$ cat src/rtl/btn_cond_pkg.sv
// Shared constants and repeat-FSM state encoding for the button conditioner.
package btn_cond_pkg;

  localparam int unsigned DefNCh          = 4;
  localparam int unsigned DefDebLen       = 4;
  localparam int unsigned DefTickDiv      = 50000;
  localparam int unsigned DefRepeatDelay  = 1000;
  localparam int unsigned DefRepeatPeriod = 200;

  localparam int unsigned RptCntW = 16;

  typedef enum logic [1:0] {
    StIdle   = 2'd0,
    StDelay  = 2'd1,
    StRepeat = 2'd2
  } rpt_state_e;

endpackage

$ cat src/rtl/button_conditioner_if.sv
// Button conditioner bus: raw buttons and clear in, debounced level and event pulses out.
interface button_conditioner_if #(
  parameter int unsigned N_CH = 4
);
  logic            clear;
  logic [N_CH-1:0] btn_in;
  logic [N_CH-1:0] level;
  logic [N_CH-1:0] press;
  logic [N_CH-1:0] release_pulse;
  logic [N_CH-1:0] repeat_pulse;

  modport master (
    output clear, btn_in,
    input  level, press, release_pulse, repeat_pulse
  );

  modport slave (
    input  clear, btn_in,
    output level, press, release_pulse, repeat_pulse
  );
endinterface

$ cat src/rtl/btn_channel.sv
// One button channel: synchronizer, tick sampler, hysteretic level, pulses, optional
// auto-repeat FSM (enabled by BTN_AUTOREPEAT_EN).
module btn_channel
  import btn_cond_pkg::*;
#(
  parameter int unsigned DEB_LEN       = DefDebLen,
  parameter int unsigned REPEAT_DELAY  = DefRepeatDelay,
  parameter int unsigned REPEAT_PERIOD = DefRepeatPeriod
) (
  input  logic clk,
  input  logic rst,
  input  logic clear,
  input  logic tick,
  input  logic btn,
  output logic level,
  output logic press,
  output logic release_pulse,
  output logic repeat_pulse
);

  if (DEB_LEN < 2 || DEB_LEN > 16) begin : g_bad_deb
    $error("DEB_LEN out of range");
  end
  if (REPEAT_DELAY < 1 || REPEAT_DELAY > 65535 ||
      REPEAT_PERIOD < 1 || REPEAT_PERIOD > 65535) begin : g_bad_rpt
    $error("REPEAT_DELAY/REPEAT_PERIOD out of range");
  end

  logic               sync1_q, sync2_q;
  logic [DEB_LEN-1:0] samp_q, samp_d;
  logic               level_q, level_d;
  logic               press_q, release_q;
  logic               rise, fall;

  always_ff @(posedge clk or negedge rst) begin
    if (!rst) begin
      sync1_q <= 1'b0;
      sync2_q <= 1'b0;
    end else begin
      sync1_q <= btn;
      sync2_q <= sync1_q;
    end
  end

  // Level only moves on a unanimous sample window; mixed windows hold it.
  always_comb begin
    samp_d  = samp_q;
    level_d = level_q;
    rise    = 1'b0;
    fall    = 1'b0;
    if (clear) begin
      samp_d  = '0;
      level_d = 1'b0;
    end else if (tick) begin
      samp_d = {samp_q[DEB_LEN-2:0], sync2_q};
      if (&samp_d && !level_q) begin
        level_d = 1'b1;
        rise    = 1'b1;
      end else if (~|samp_d && level_q) begin
        level_d = 1'b0;
        fall    = 1'b1;
      end
    end
  end

  always_ff @(posedge clk or negedge rst) begin
    if (!rst) begin
      samp_q    <= '0;
      level_q   <= 1'b0;
      press_q   <= 1'b0;
      release_q <= 1'b0;
    end else begin
      samp_q    <= samp_d;
      level_q   <= level_d;
      press_q   <= rise;
      release_q <= fall;
    end
  end

  assign level         = level_q;
  assign press         = press_q;
  assign release_pulse = release_q;

`ifdef BTN_AUTOREPEAT_EN
  rpt_state_e         state_q, state_d;
  logic [RptCntW-1:0] cnt_q, cnt_d;
  logic [RptCntW:0]   cnt_inc;
  logic               rpt_q, rpt_d;

  always_comb begin
    state_d = state_q;
    cnt_d   = cnt_q;
    rpt_d   = 1'b0;
    cnt_inc = {1'b0, cnt_q} + 1'b1;
    if (clear || fall) begin
      state_d = StIdle;
      cnt_d   = '0;
    end else begin
      unique case (state_q)
        StIdle: begin
          if (rise) begin
            state_d = StDelay;
            cnt_d   = '0;
          end
        end
        StDelay: begin
          if (tick) begin
            if (cnt_inc >= (RptCntW+1)'(REPEAT_DELAY)) begin
              state_d = StRepeat;
              cnt_d   = '0;
              rpt_d   = 1'b1;
            end else if (!(&cnt_q)) begin
              cnt_d = cnt_inc[RptCntW-1:0];
            end
          end
        end
        StRepeat: begin
          if (tick) begin
            if (cnt_inc >= (RptCntW+1)'(REPEAT_PERIOD)) begin
              cnt_d = '0;
              rpt_d = 1'b1;
            end else if (!(&cnt_q)) begin
              cnt_d = cnt_inc[RptCntW-1:0];
            end
          end
        end
        default: state_d = StIdle;
      endcase
    end
  end

  always_ff @(posedge clk or negedge rst) begin
    if (!rst) begin
      state_q <= StIdle;
      cnt_q   <= '0;
      rpt_q   <= 1'b0;
    end else begin
      state_q <= state_d;
      cnt_q   <= cnt_d;
      rpt_q   <= rpt_d;
    end
  end

  assign repeat_pulse = rpt_q;
`else
  assign repeat_pulse = 1'b0;
`endif

endmodule

$ cat src/rtl/button_conditioner.sv
// Multi-channel button debouncer with a shared sample tick; auto-repeat is built only
// when BTN_AUTOREPEAT_EN is defined.
module button_conditioner
  import btn_cond_pkg::*;
#(
  parameter int unsigned N_CH          = DefNCh,
  parameter int unsigned DEB_LEN       = DefDebLen,
  parameter int unsigned TICK_DIV      = DefTickDiv,
  parameter int unsigned REPEAT_DELAY  = DefRepeatDelay,
  parameter int unsigned REPEAT_PERIOD = DefRepeatPeriod
) (
  input logic                 clk,
  input logic                 rst,
  button_conditioner_if.slave bus
);

  if (N_CH < 1 || N_CH > 16 || TICK_DIV < 1 || TICK_DIV > (1 << 20)) begin : g_bad_top
    $error("N_CH/TICK_DIV out of range");
  end

  localparam int unsigned TickW = (TICK_DIV > 1) ? $clog2(TICK_DIV) : 1;

  logic [TickW-1:0] tick_cnt_q, tick_cnt_d;
  logic             tick;

  assign tick = (tick_cnt_q == TickW'(TICK_DIV - 1));

  always_comb begin
    tick_cnt_d = tick_cnt_q + TickW'(1);
    if (bus.clear || tick) tick_cnt_d = '0;
  end

  always_ff @(posedge clk or negedge rst) begin
    if (!rst) tick_cnt_q <= '0;
    else      tick_cnt_q <= tick_cnt_d;
  end

  logic [N_CH-1:0] level, press, release_pulse, repeat_pulse;

  for (genvar i = 0; i < N_CH; i++) begin : g_ch
    btn_channel #(
      .DEB_LEN      (DEB_LEN),
      .REPEAT_DELAY (REPEAT_DELAY),
      .REPEAT_PERIOD(REPEAT_PERIOD)
    ) u_ch (
      .clk          (clk),
      .rst          (rst),
      .clear        (bus.clear),
      .tick         (tick),
      .btn          (bus.btn_in[i]),
      .level        (level[i]),
      .press        (press[i]),
      .release_pulse(release_pulse[i]),
      .repeat_pulse (repeat_pulse[i])
    );
  end

  assign bus.level         = level;
  assign bus.press         = press;
  assign bus.release_pulse = release_pulse;
  assign bus.repeat_pulse  = repeat_pulse;

endmodule
$ cat src/flat_wrapper.sv
// flat-port wrapper written by rule: the top's interface ports become plain ports
module button_conditioner_flat import btn_cond_pkg::*;
#(
  parameter int unsigned N_CH          = DefNCh,
  parameter int unsigned DEB_LEN       = DefDebLen,
  parameter int unsigned TICK_DIV      = DefTickDiv,
  parameter int unsigned REPEAT_DELAY  = DefRepeatDelay,
  parameter int unsigned REPEAT_PERIOD = DefRepeatPeriod
)
  (clk, rst, bus_clear, bus_btn_in, bus_level, bus_press, bus_release_pulse, bus_repeat_pulse);
  button_conditioner_if #(.N_CH(N_CH)) bus_i ();
  input logic clk;
  input logic rst;
  input wire logic [$bits(bus_i.clear)-1:0] bus_clear;
  input wire logic [$bits(bus_i.btn_in)-1:0] bus_btn_in;
  output wire logic [$bits(bus_i.level)-1:0] bus_level;
  output wire logic [$bits(bus_i.press)-1:0] bus_press;
  output wire logic [$bits(bus_i.release_pulse)-1:0] bus_release_pulse;
  output wire logic [$bits(bus_i.repeat_pulse)-1:0] bus_repeat_pulse;
  assign bus_i.clear = bus_clear;
  assign bus_i.btn_in = bus_btn_in;
  assign bus_level = bus_i.level;
  assign bus_press = bus_i.press;
  assign bus_release_pulse = bus_i.release_pulse;
  assign bus_repeat_pulse = bus_i.repeat_pulse;
  button_conditioner #(.N_CH(N_CH), .DEB_LEN(DEB_LEN), .TICK_DIV(TICK_DIV), .REPEAT_DELAY(REPEAT_DELAY), .REPEAT_PERIOD(REPEAT_PERIOD)) u_core (.clk(clk), .rst(rst), .bus(bus_i));
endmodule
$ cat config.mk
export PLATFORM = sky130hd
export DESIGN_NAME = button_conditioner_flat
export DESIGN_NICKNAME = d
export VERILOG_FILES = /design/src/rtl/btn_cond_pkg.sv /design/src/rtl/button_conditioner_if.sv /design/src/rtl/btn_channel.sv /design/src/rtl/button_conditioner.sv /design/src/flat_wrapper.sv
export SDC_FILE = /design/constraint.sdc
export NUM_CORES = 1
export LEC_CHECK = 0
export ABC_AREA = 1
export BUFFER_PORTS_ARGS = -buffer_cell sky130_fd_sc_hd__buf_4
export CORE_MARGIN = 10
export CORE_UTILIZATION = 40
export DETAILED_ROUTE_END_ITERATION = 7
export SYNTH_ARGS = -nofsm -noshare
export SYNTH_HDL_FRONTEND = slang
export SYNTH_SLANG_ARGS = --single-unit
$ cat constraint.sdc
create_clock -name clk -period 2.8 [get_ports clk]
set_clock_uncertainty 0.1 [all_clocks]
set_input_delay 0.28 -clock clk [delete_from_list [all_inputs] [get_ports clk]]
set_output_delay 0.28 -clock clk [all_outputs]
set_load 0.02 [all_outputs]
Word level (Yosys, flattened, before mapping)
Index checks and enable logic that the tools add are counted.
- add/sub/neg operators: 1
- equal/unequal tests: 1
- mux-type cells: 53
- reductions and logical operators: 34
- operators by type and width (kind ; number):
    $mux 1 ; 44
    $mux 3 ; 8
    $add 16x1->16 const B ; 1
    $eq 16x16->1 const B ; 1
    $mux 16 ; 1
    $reduce_and 4->1 ; 4
    $reduce_or 4->1 ; 4
    $reduce_bool 3->1 ; 4
    $logic_and 1x1->1 ; 8
    $logic_not 1->1 ; 8
    $reduce_and 2->1 ; 4
    $reduce_bool 2->1 ; 1
    $logic_or 1x1->1 ; 1
- bits in registers: 48

Longest topological paths before layout
Gate-level depths: netlist (run 1).
- depth after elaboration: 7
- gate-level depth with buffers: 8

By module
From an unflattened synthesis (run 1), not the netlist that was laid out.
- cells, all modules: 255
- area, all modules: 2280.9 sq um
- by module, submodules not included (module ; times used ; cells an instance ; area an instance (sq um)):
    btn_channel (u_core.g_ch[1].u_ch ...) ; 3 ; 33 ; 329.1
    button_conditioner ; 1 ; 123 ; 960.9
    btn_channel (u_core.g_ch[0].u_ch) ; 1 ; 33 ; 332.8

Worst setup path before layout (run 1)
No wires, ideal clock.
- path type: flip-flop to flip-flop
- start point: register u_core.tick_cnt_q[0]
- end point: register u_core.tick_cnt_q[11]
- data arrival time: 1233 ps
- data required time: 2584 ps
- slack: 1351 ps
- cell stages (with the launch flop): 8
- path buffers: 1
- path through: dfrtp_1 -> ha_1 -> nand3_2 -> nor2_4 -> nand2_4 -> nand2_4 -> buf_8 -> nor2_2
- cells in the longest elaborated chain, start to end: 3
- elaborated cells between the ends (all ways): 4
- ends and longest elaborated chain (item ; line ; text):
    start, declared ; button_conditioner.sv:23 ; logic [TickW-1:0] tick_cnt_q, tick_cnt_d;
    start signal, assigned ; button_conditioner.sv:35 ; else tick_cnt_q <= tick_cnt_d;
    parallel branches: the longest is 2 deep, another holds $add 16x1->16 ; n/a ;
    $mux 16 * ; button_conditioner.sv:30 ; if (bus.clear || tick) tick_cnt_d = '0;
    net u_core.tick_cnt_d[11] ; button_conditioner.sv:23 ;
Mark *: on every way through the listed nets, which the timed path passes.
A chain may end at the register's enable or synchronous reset.

Worst setup path in the final report (run 1)
- start point: register u_core.tick_cnt_q[0]
- end point: register u_core.tick_cnt_q[15]
Same word-level chain as after synthesis.

==> out/metrics.cfg, run 1 <==
[outcome]
status = finished, final reports clean

[layout]
synthToLayoutAreaGrowth_pct = 8.65
drive_above_1_share_pct = 14.8
stdcell_count = 366
diodes = 0
final_util_pct = 44.3
nets = 298

[sta]
fmax_ghz = 0.492
min_period_ns = 2.03
slew_violations = 0
layout_setup_ws_ns = 0.768
grt_setup_unrepaired = false
setup_viol = 0
worst_pin_slew_ns = 0.607
fin_tns_setup_ns = 0
period_share_pct = 72.6
slew_headroom_pct = 59.5
hold_violations = 0

[cts]
cts_setup_buffers = 0
clock_sinks = 48
cts_resized = 0
htreeDepth = 2
cts_buffers = 5
clk_latency_ns = 0.30
clockBufferDepth = 2
path_clk_slew_ns = 0.09
cts_tree = yes
root_buffer = clkbuf_8

[power]
ir_drop_v = 0.000272
power_frac_clock_pct = 36.2
swShare_pct = 23.2
power_frac_seq_pct = 59.3
p_int_uw = 918
power.switching_uw = 278
power-per-cell-area_mw_per_mm2 = 461
combinationalPowerShare_pct = 4.5
p_leak_nw = 1.30

[route]
firstDrtPassIters = 4
wirelength_um = 4310
drtAntennaViolNets = 0
drc_errors = 0
drt_iter0_markers = 132
vias = 1756
avgRoutedWirePerCell_um = 11.8
via_per_inst = 4.80

[synth]
synth_common_cells = nand2_1, dfrtp_1, nor2_1
yosysMostFrequentCell = nand2_1
yosys_warnings = 0
synthTopCellsByArea = dfrtp_1, nand2_1, nor2_1, buf_4, nand3_1
syn_area_per_cell_um2 = 8.49
syn_inst = 281
ys_ff_latch = 48
ys_seq_area_share_pct = 50.3
synthFlopType = dfrtp_1
ys_types = 24
netlist.area_leader.share_pct = 50.3
synth_area_mm2 = 0.00239
synth_edf_count = 0
synthArstFlopShare_pct = 100
synth_area_leader_cell = dfrtp_1

[floorplan]
num_rows = 28
die_h_um = 97.2
die_w_um = 97.2
start_util_pct = 40.8
die-area_mm2 = 0.00945
core_area_mm2 = 0.00585
io_pins = 23

[grt]
grt_pass1_vias = 1661
globalRouteOverflowTotal = 0
grt_pass1_wl_um = 7750
grt_max_degree = 49
antenna_found_initial = 0
groute.usage.overall_pct = 9.61

[min_path]
hold-path-cell-count = 4
hp-class = in -> reg

[place]
dp_cells = 353
place_congestion = 0.800
pre_cts_ws_ns = 0.761
dp_hpwl_um = 2960
port_buffers = 18

[setup_path]
arrival_ns = 2.12
crit_fanout = 22
crit_path_start_kind = flip-flop
cp.required_ns = 2.89
worstSetupEndpointType = flip-flop
crit_type = reg -> reg
reg2reg_depth = 6

[flow_run]
drv_cap = 0

path summary, 6_finish.rpt:
| check | start | endpoint | slack (ns) |
|---|---|---|---|
| max | u_core.tick_cnt_q[0] | u_core.tick_cnt_q[15] | 0.77 |
| min | bus_clear | u_core.g_ch[0].u_ch.level | 0.16 |
| max reg2reg | u_core.tick_cnt_q[0] | u_core.tick_cnt_q[15] | 0.77 |
| min reg2reg | u_core.g_ch[1].u_ch.sync1_q | u_core.g_ch[1].u_ch.sync2_q | 0.25 |
| max in group asynchronous | rst | u_core.tick_cnt_q[5] | 1.76 |
| min in group asynchronous | rst | u_core.g_ch[2].u_ch.release_pulse | 0.41 |
area by class of cell:
| class | count | area [um2] |
|---|---|---|
| clock buffer | 6 | 82.6 |
| clock inverter | 2 | 15.0 |
| fill | 581 | 3260 |
| inverter | 25 | 93.8 |
| multi-input combinational | 186 | 913 |
| sequential | 48 | 1200 |
| tap | 75 | 93.8 |
| timing repair buffer | 24 | 193 |
state kept, by name (all words and copies together) (netlist names):
signal / cells
u_core.g_ch.u_ch.release_pulse: 4
u_core.tick_cnt_q: 16
u_core.g_ch.u_ch.sync2_q: 4
u_core.g_ch.u_ch.press: 4
u_core.g_ch.u_ch.level: 4
u_core.g_ch.u_ch.samp_q: 12
u_core.g_ch.u_ch.sync1_q: 4
cell families (layout without fill, tap and decap cells):
kind of cell | Yosys count | after routing | synth area share, %
adders and majority gates | 1 | 1 | 0.524
DFF | 48 | 48 | 50.3
AOI/OAI and AO/OA | 3 | 3 | 0.839
and+or+nand+nor | 171 | 171 | 33.7
buffers and inverters | 50 | 57 | 11.9
other | 1 | 4 | 0.157
xor gates and xnor gates | 7 | 7 | 2.57
metal layers:
metal | wire [um] | part of all wire, % | up-vias | GRT usage [%]
met3 | 215 | 5.0 | 7 | 2.28
li1 | - | - | 893 | -
met1 | 2090 | 49 | 822 | 12.7
met4 | 96 | 2.2 | 0 | 5.26
met2 | 1910 | 44 | 34 | 14.0
met5 | 0 | 0 | - | 0
power groups by stage:
stage,logic (mW),registers (mW),clock network (mW)
after global routing,0.0630,0.711,0.484
final,0.0537,0.709,0.433
after floorplan,0.0306,0.721,0
after global placement,0.0490,0.722,0
after CTS,0.0550,0.709,0.457
after detailed placement,0.0493,0.723,0
repair_timing:
item,in CTS,in global routing
setup endpoints to repair,0,0
endpoints found under the hold margin,52,0
hold buffers,5,0
cells in the final DEF (no fill, tap or decap), types with 4 or more instances in the layout:
cell type,n
xor2_1,5
nand2_1,61
dfrtp_1,48
clkbuf_8,6
nor2_1,42
inv_1,25
nand4_1,22
conb_1,4
nor2_2,10
dlygate4sd3_1,5
nand3_1,30
buf_4,19
critical path, stage by stage (launching register included):
cell     delay, ns
dfrtp_1       0.43
ha_1          0.23
nand3_2       0.14
nor2_4        0.46
nand2_4       0.21
nand2_4       0.26
nor2_1        0.08
stage by stage:
step                total power, mW  hold WS (ns)  area [um2]
finish                         1.20         0.162        2590
global route                   1.26         0.172        2590
CTS                            1.22         0.148        2590
detailed placement            0.772         0.234        2440
global placement              0.772         0.231        2440
floorplan                     0.752        -0.116        2400
(Power assumes the default switching activity.)
==> run 2: changes to the inputs <==
==> constraint.sdc (replaced) <==
create_clock -name clk -period 1.9 [get_ports clk]
set_clock_uncertainty 0.1 [all_clocks]
set_input_delay 0.19 -clock clk [delete_from_list [all_inputs] [get_ports clk]]
set_output_delay 0.19 -clock clk [all_outputs]
set_load 0.02 [all_outputs]
==> run 2 against run 1 <==
Largest cell class unchanged. Non-clock buffer count grew 4. Hold slack lost 0.088 ns. Wire length grew 2.9%. Critical path type unchanged.
==> out/metrics.cfg, run 2 (synthesized netlist as in run 1, its figures left out) <==
[outcome]
status = finished, final reports clean

[cts]
clockBufferDepth = 2
htreeDepth = 2
clk_latency_ns = 0.30
path_clk_slew_ns = 0.09
root_buffer = clkbuf_8
cts_resized = 0
cts_tree = yes
clock_sinks = 48
cts_buffers = 5

[grt]
globalRouteOverflowTotal = 0
grt_pass1_wl_um = 7760
grt_pass1_vias = 1697
antenna_found_initial = 0
grt_max_degree = 49
groute.usage.overall_pct = 9.58

[sta]
grt_setup_unrepaired = false
period_share_pct = 86.9
slew_violations = 0
worst_pin_slew_ns = 0.590
slew_headroom_pct = 60.7
hold_violations = 0
setup_viol = 0
fmax_ghz = 0.605
fin_tns_setup_ns = 0
min_period_ns = 1.65

[route]
via_per_inst = 4.89
drtAntennaViolNets = 0
avgRoutedWirePerCell_um = 12.0
firstDrtPassIters = 5
drc_errors = 0
vias = 1805
wirelength_um = 4430
drt_iter0_markers = 88

[layout]
drive_above_1_share_pct = 15.6
mostFrequentLayoutCell = nand2_1
final_cell_mix = nand2_1, dfrtp_1, nor2_1
largest_reg_flops = 16
regMostFlops = u_core.tick_cnt_q
nets = 302
synthToLayoutAreaGrowth_pct = 11.2
top_regs = u_core.tick_cnt_q (16), u_core.g_ch.u_ch.samp_q (12)
fill_cells = 580
stdcell_count = 369
diodes = 0

[floorplan]
die_w_um = 97.2
die-area_mm2 = 0.00945
core_area_mm2 = 0.00585
die_h_um = 97.2
io_pins = 23
start_util_pct = 40.8
num_rows = 28

[setup_path]
crit_type = reg -> reg
crit_fanout = 13
reg2reg_from = u_core.tick_cnt_q[0]
crit_start = u_core.tick_cnt_q[0]
r2r_setup_slack_ns = 0.25
reg2reg_depth = 6
crit_path_start_kind = flip-flop
cpMaxStageDelayCell = dfrtp_1
path_depth = 6
worstPathCellList = ha_1 > nand3_2 > nor2_4 > buf_4 > nand3_1 > nor2_1
r2r_end = u_core.g_ch[2].u_ch.release_pulse
worstSetupEndpointType = flip-flop
endpoint = u_core.g_ch[2].u_ch.release_pulse
arrival_ns = 1.78
cp.required_ns = 2.03
cp_top_family = simple AND/OR/NAND/NOR gates
cpPeakStageDelay_ns = 0.43
path_buf_inv = 1

[flow_run]
drv_cap = 0

[place]
port_buffers = 18
place_congestion = 0.833
dp_cells = 357
dp_hpwl_um = 3140

[min_path]
hp-class = in -> reg

[power]
power-per-cell-area_mw_per_mm2 = 745
p_leak_nw = 1.34
ir_drop_v = 0.000335

## run 2: timing repair
item / CTS / global route
hold endpoints to repair: 52 / 0
hold buffers: 5 / 0
buffers inserted: 0 / 0
## run 2: metal layers
metal	vias up	wire, um	GRT usage (%)
met5	-	0	0
met4	0	65	3.36
met3	5	250	3.20
met2	40	2030	15.3
met1	858	2080	11.7
li1	902	-	-
## run 2: tightest hold or removal path: cells and delay by family
family,cells,cell delay (ns)
and+or+nand+nor,3,0.14
buffers and inverters,1,0.11
## run 2: how the worst min path moves through the flow
stage               from                   endpoint  cells after the start
2_1_floorplan        rst  u_core.g_ch[0].u_ch.level                      0
3_3_place_gp         rst  u_core.g_ch[2].u_ch.press                      1
3_5_place_dp         rst  u_core.g_ch[2].u_ch.press                      1
4_1_cts        bus_clear  u_core.g_ch[2].u_ch.level                      4
5_1_grt        bus_clear  u_core.g_ch[2].u_ch.level                      4
6_report       bus_clear  u_core.g_ch[2].u_ch.level                      4
## run 2: per-stage QoR
| step | power (mW) | hold slack (ns) | setup slack (ns) | utilization, % | area [um2] |
|---|---|---|---|---|---|
| 3_3_place_gp | 1.14 | 0.141 | 0.300 | 42.3 | 2470 |
| 5_1_grt | 2.05 | 0.0860 | 0.112 | 45.4 | 2650 |
| 4_1_cts | 2.00 | 0.0647 | 0.238 | 45.4 | 2650 |
| 2_1_floorplan | 1.11 | -0.206 | 0.451 | - | 2400 |
| 3_5_place_dp | 1.14 | 0.138 | 0.262 | 42.3 | 2470 |
| 6_report | 1.98 | 0.0733 | 0.248 | 45.4 | 2650 |
## run 2: area by class of cell
type | instances | area, um2 | share of cell area (%)
Clock buffer | 5 | 68.8 | 2.59
Clock inverter | 2 | 60.1 | 2.26
Inverter | 25 | 93.8 | 3.54
Multi-Input combinational cell | 186 | 913 | 34.4
Sequential cell | 48 | 1200 | 45.3
Tap cell | 75 | 93.8 | 3.54
Timing Repair Buffer | 28 | 223 | 8.39
## run 2: where the power goes
group	internal, mW	leakage, nW	switching [mW]	total [mW]
sequential	1.03	0.650	0.0104	1.04
clock	0.518	0.0642	0.335	0.853
combinational	0.0252	0.631	0.0553	0.0806
total	1.58	1.34	0.401	1.98
